## config.mk

```make
export PLATFORM = sky130hd
export DESIGN_NAME = digital_lock_ctrl
export DESIGN_NICKNAME = d
export VERILOG_FILES = /design/src/rtl/digital_lock_ctrl.sv
export SDC_FILE = /design/constraint.sdc
export NUM_CORES = 1
export LEC_CHECK = 0
export CAP_MARGIN = 40
export CORE_MARGIN = 1.5
export CORE_UTILIZATION = 63
export DETAILED_ROUTE_END_ITERATION = 7
export DONT_BUFFER_PORTS = 1
export PLACE_DENSITY = 0.78
export REMOVE_ABC_BUFFERS = 1
export SYNTH_ARGS = -nofsm -noshare
export SYNTH_HDL_FRONTEND = slang
export SYNTH_SLANG_ARGS = --single-unit
```

## constraint.sdc

```tcl
create_clock -name clk -period 2.5 [get_ports clk]
set_input_delay 0.25 -clock clk [delete_from_list [all_inputs] [get_ports clk]]
set_output_delay 0.25 -clock clk [all_outputs]
set_load 0.1 [all_outputs]
```

## src/rtl/digital_lock_ctrl.sv

```systemverilog
// Sequential code lock: CODE_LEN-digit entry, compare, try counter, timed alarm lockout, reprogramming.
// Optional build macro ENTRY_TIMEOUT_EN adds an idle timeout (TIMEOUT_CYC) on partial entry/programming.
module digital_lock_ctrl #(
  parameter int DIGIT_W     = 3,
  parameter int CODE_LEN    = 4,
  parameter int MAX_TRIES   = 3,
  parameter int LOCKOUT_CYC = 16,
  parameter logic [DIGIT_W*CODE_LEN-1:0] RESET_CODE = {3'd1, 3'd2, 3'd3, 3'd4}
`ifdef ENTRY_TIMEOUT_EN
  , parameter int TIMEOUT_CYC = 64
`endif
) (
  input  logic                          clk,
  input  logic                          rst_n,
  input  logic                          digit_vld,
  input  logic [DIGIT_W-1:0]            digit,
  input  logic                          clear,
  input  logic                          lock_cmd,
  input  logic                          prog_en,
  output logic                          unlocked,
  output logic                          alarm,
  output logic                          err,
  output logic                          prog_done,
  output logic [3:0]                    tries_left,
  output logic [$clog2(CODE_LEN):0]     digit_cnt
);

  localparam int CW     = $clog2(CODE_LEN) + 1;
  localparam int CODE_W = DIGIT_W * CODE_LEN;
  localparam int LW     = $clog2(LOCKOUT_CYC);
  localparam logic [CW-1:0] CODE_CNT = CW'(CODE_LEN);
  localparam logic [3:0]    TRY_MAX  = 4'(MAX_TRIES);

  typedef enum logic [2:0] {LOCKED, ENTRY, CHECK, UNLOCKED, PROG, LOCKOUT} state_t;

  state_t              state, state_nxt;
  logic [CODE_W-1:0]   sr, sr_nxt, code, code_nxt, shifted;
  logic [CW-1:0]       cnt_nxt, cnt_inc;
  logic [3:0]          tries_nxt, tries_dec;
  logic [LW-1:0]       lo_cnt, lo_nxt;
  logic                err_nxt, done_nxt, fail, tmo;

  assign shifted   = {sr[CODE_W-DIGIT_W-1:0], digit};
  assign cnt_inc   = digit_cnt + CW'(1);
  assign tries_dec = (tries_left != 4'd0) ? tries_left - 4'd1 : 4'd0;

`ifdef ENTRY_TIMEOUT_EN
  localparam int TW = $clog2(TIMEOUT_CYC + 1);
  logic [TW-1:0] idle_cnt;
  logic          collecting;
  assign collecting = (state == ENTRY) || (state == PROG);
  assign tmo = collecting && !digit_vld && (idle_cnt == TW'(TIMEOUT_CYC - 1));

  always_ff @(posedge clk or negedge rst_n) begin
    if (!rst_n)                      idle_cnt <= '0;
    else if (!collecting || digit_vld) idle_cnt <= '0;
    else if (!tmo)                   idle_cnt <= idle_cnt + TW'(1);
  end
`else
  assign tmo = 1'b0;
`endif

  always_comb begin
    state_nxt = state;
    sr_nxt    = sr;
    code_nxt  = code;
    cnt_nxt   = digit_cnt;
    tries_nxt = tries_left;
    lo_nxt    = lo_cnt;
    err_nxt   = 1'b0;
    done_nxt  = 1'b0;
    fail      = 1'b0;
    case (state)
      LOCKED: if (digit_vld && !clear) begin
        sr_nxt    = shifted;
        cnt_nxt   = CW'(1);
        state_nxt = (CW'(1) == CODE_CNT) ? CHECK : ENTRY;
      end
      ENTRY: begin
        if (clear) begin
          state_nxt = LOCKED;
          cnt_nxt   = '0;
        end else if (digit_vld) begin
          sr_nxt  = shifted;
          cnt_nxt = cnt_inc;
          if (cnt_inc == CODE_CNT) state_nxt = CHECK;
        end else if (tmo) begin
          fail = 1'b1;
        end
      end
      CHECK: begin
        cnt_nxt = '0;
        if (sr == code) begin
          state_nxt = UNLOCKED;
          tries_nxt = TRY_MAX;
        end else begin
          fail = 1'b1;
        end
      end
      UNLOCKED: begin
        if (lock_cmd) state_nxt = LOCKED;
        else if (prog_en) begin
          state_nxt = PROG;
          cnt_nxt   = '0;
        end
      end
      PROG: begin
        if (lock_cmd || clear) begin
          state_nxt = lock_cmd ? LOCKED : UNLOCKED;
          cnt_nxt   = '0;
        end else if (digit_vld) begin
          sr_nxt = shifted;
          if (cnt_inc == CODE_CNT) begin
            code_nxt  = shifted;
            done_nxt  = 1'b1;
            state_nxt = UNLOCKED;
            cnt_nxt   = '0;
          end else begin
            cnt_nxt = cnt_inc;
          end
        end else if (tmo) begin
          state_nxt = UNLOCKED;
          cnt_nxt   = '0;
        end
      end
      LOCKOUT: begin
        if (lo_cnt == '0) begin
          state_nxt = LOCKED;
          tries_nxt = TRY_MAX;
        end else begin
          lo_nxt = lo_cnt - LW'(1);
        end
      end
      default: state_nxt = LOCKED;
    endcase
    // A failed attempt (bad compare or entry timeout) consumes a try.
    if (fail) begin
      err_nxt   = 1'b1;
      cnt_nxt   = '0;
      tries_nxt = tries_dec;
      state_nxt = (tries_dec == 4'd0) ? LOCKOUT : LOCKED;
      lo_nxt    = LW'(LOCKOUT_CYC - 1);
    end
  end

  always_ff @(posedge clk or negedge rst_n) begin
    if (!rst_n) begin
      state      <= LOCKED;
      sr         <= '0;
      code       <= RESET_CODE;
      digit_cnt  <= '0;
      tries_left <= TRY_MAX;
      lo_cnt     <= '0;
      unlocked   <= 1'b0;
      alarm      <= 1'b0;
      err        <= 1'b0;
      prog_done  <= 1'b0;
    end else begin
      state      <= state_nxt;
      sr         <= sr_nxt;
      code       <= code_nxt;
      digit_cnt  <= cnt_nxt;
      tries_left <= tries_nxt;
      lo_cnt     <= lo_nxt;
      unlocked   <= (state_nxt == UNLOCKED) || (state_nxt == PROG);
      alarm      <= (state_nxt == LOCKOUT);
      err        <= err_nxt;
      prog_done  <= done_nxt;
    end
  end

endmodule
```

==> results.tsv <==
stage	metric	value	unit
global_routing	first-pass GRT wire length	7.23	mm
route	DR iter-0 viols	177	
sta	Final Hold Viols	0	
cts	Sink Count	42	
die	die area	3970	um^2
synthesis	Async SR Flop Fraction	1.00	
cts	Post-CTS Repair Setup Buffers	0	
global_routing	vias in the first global route	1593	
sta	Worst Max-Slew Pin Slew	0.882	ns
die	Starting Density	0.670	
finish	synthesis-to-layout area growth	6.45	%
place	RD Place Congestion	0.923	
global_routing	total track usage	0.231	
sta	min Tclk post-route	2.04	ns
place	post-placement cell count	240	
finish	most common cell after layout, fill and taps aside	dfrtp_1	
die	Chip Width	63.0	um
synthesis	syn_area_per_cell	11.6	um^2
sta	part of the cycle the worst path needs	0.814	
sta	Slew headroom	0.412	
route	routed wire length	4.15	mm
finish	register area	1060	um^2
sta	Worst Hold Margin	0.0515	ns
place	hpwl dp	3.03	mm
synthesis	Ys Warns	0	
sta	Final Max Tran Viols	0	
worst_setup_path	WS Path Type	flop to flop	
finish	commonest non-fill, non-tap cells in the layout	dfrtp_1, mux2_2, xnor2_1	
finish	final core utilization	0.713	
route	Vias	1555	
finish	Fillers	259	
pwr	VDD IR-drop max	516	uV
finish	n_diodes	0	
sta	setup violators final	0	
cts	htree depth	2	
synthesis	Mapped Cells	195	
finish	share of layout cells above drive strength 1	0.270	
sta	Fmax achieved	0.491	GHz
cts	CTS Root Cell	clkbuf_4	
cts	CTS Hold Buffers Added	2	
worst_setup_path	crit-path max cell delay	0.65	ns
global_routing	met3 Use GR	0.0505	
die	area of the core	3390	um^2
synthesis	Top FF cell, synth	dfrtp_1	
finish	Finished Layout Cells	250	
worst_setup_path	crit path DAT	2.27	ns
place	count of buffers from port buffering	0	
synthesis	sequential area share after synthesis	0.467	
finish	footprint of the multi-input gates	1140	um^2
worst_hold_path	Hold Crit Class	input pin to flop	
sta	RSZ-0062 raised after global routing	false	
global_routing	met1 usage	0.279	
pwr	Leak Pwr	1.03	nW
worst_setup_path	crit-path cells	nand2b_1, nor3_2, nor2b_4, mux2_2	
route	DR vias/cell	6.22	
global_routing	GR peak layer	met2	
die	die height	63.0	um
worst_setup_path	Slowest-stage cell, CP	dfrtp_1	
global_routing	met2 Usage GRT	0.411	
route	DR WL/cell	16.6	um
cts	worst-skew pair later-pin latency	0.35	ns
worst_setup_path	crit path capture type	flop	
cts	clk slew on worst S/H paths	0.13	ns
worst_setup_path	crit path launch type	flop	
route	post-route ant nets	0	
cts	CTS tree	yes	
route	DRC	0	
synthesis	synthesized area	2270	um^2
sta	Setup Skew	0.0154	ns
global_routing	antenna violations before repair	0	
worst_setup_path	Worst Path Max Fanout	16	
route	Pre-antenna DRT Iters	4	
global_routing	grt ovf	0	
cts	CTS resizes	0	
cts	CTS Buf Count	5	
synthesis	Netlist cell types	63	
die	FP Rows	21	
synthesis	Post-synth EDFFs	0	
pwr	power per cell area	622	nW/um^2
run_status	status	finished, final reports clean	
global_routing	pin count of the biggest net entering global routing	43	
finish	Nets	215	
synthesis	synthesized flop and latch total	42	
run	max-cap violations	0	
cts	CTS Buffer Depth	2	
worst_setup_path	Crit path required time	2.73	ns
worst_setup_path	Worst path top cell family by delay	simple AND/OR/NAND/NOR gates	
worst_setup_path	WP buf/inv	0	
die	I/O pin cnt	20	
sta	Setup TNS Final	0	ns
## cell type report
type / count / share of cell area
multi-input combinational: 141 / 0.472
sequential: 42 / 0.439
timing repair buffer: 8 / 0.0311
tap: 46 / 0.0238
clock buffer: 6 / 0.0212
inverter: 5 / 0.00777
clock inverter: 2 / 0.00518
## kinds of logic (layout without fill, tap and decap cells)
kind of cell,count (synthesis),in the layout,synth area share
compound gates,40,40,0.141
flops,42,42,0.467
mux,24,24,0.119
xor+xnor,15,15,0.0579
simple gates,59,59,0.168
fa+ha+maj,3,3,0.0165
buf+inv,12,21,0.0303
## cell usage after synthesis, drive strengths merged, types with 2 or more instances
master,n,area [um^2]
o21ai,8,40.0
nor3,7,40.0
a21o,2,16.3
a311oi,2,17.5
and4,3,26.3
nor2b,3,26.3
nand3,4,25.0
nand2b,2,12.5
mux2,24,270
o311ai,2,17.5
or4,2,15.0
inv,5,18.8
dfstp,7,184
nor2,13,51.3
xnor2,13,114
nand2,7,26.3
nand4,5,31.3
and3,3,21.3
dfrtp,35,876
o211ai,3,27.5
o21a,2,15.0
ha,3,37.5
a21oi,4,20.0
buf,7,50.1
or2,2,12.5
a2bb2oi,2,17.5
o31ai,2,28.8
xor2,2,17.5
## routing by layer
metal,wire (um),share of wire,vias to the layer above
met4,55,0.013,0
met2,2210,0.53,46
met1,1690,0.41,764
met3,199,0.048,6
li1,-,-,739
met5,0,0,-
## through the flow
stage	power, mW	setup slack (ns)	area, um^2
floorplan	1.08	-0.00569	2220
finish	1.50	0.465	2420
global route	1.58	0.332	2420
global placement	1.13	0.545	2320
detailed placement	1.15	0.476	2320
CTS	1.52	0.445	2420
## report_power, final
part | leakage, nW | internal [mW] | switching, mW
combinational | 0.463 | 0.143 | 0.172
sequential | 0.531 | 0.751 | 0.0816
clock | 0.0343 | 0.135 | 0.220
total | 1.03 | 1.03 | 0.474
## final timing paths
check | start | end | slack (ns) | cells after the start
worst max-delay path | state[2] | code[1] | 0.46 | 4
worst min-delay path | digit[0] | sr[0] | 0.05 | 1
worst max register to register | state[2] | code[1] | 0.46 | 4
worst min register to register | code[10] | code[10] | 0.52 | 1
max in group asynchronous | rst_n | code[4] | 1.88 | 2
min in group asynchronous | rst_n | lo_cnt[0] | 0.35 | 2
## state kept, by name, indices dropped and copies added, names as in the netlist, 3 cells and up
register and flops:
digit_cnt 3, lo_cnt 4, tries_left 4, code 12, sr 12, state 3
Note: power is estimated with default switching activity, not from simulation.
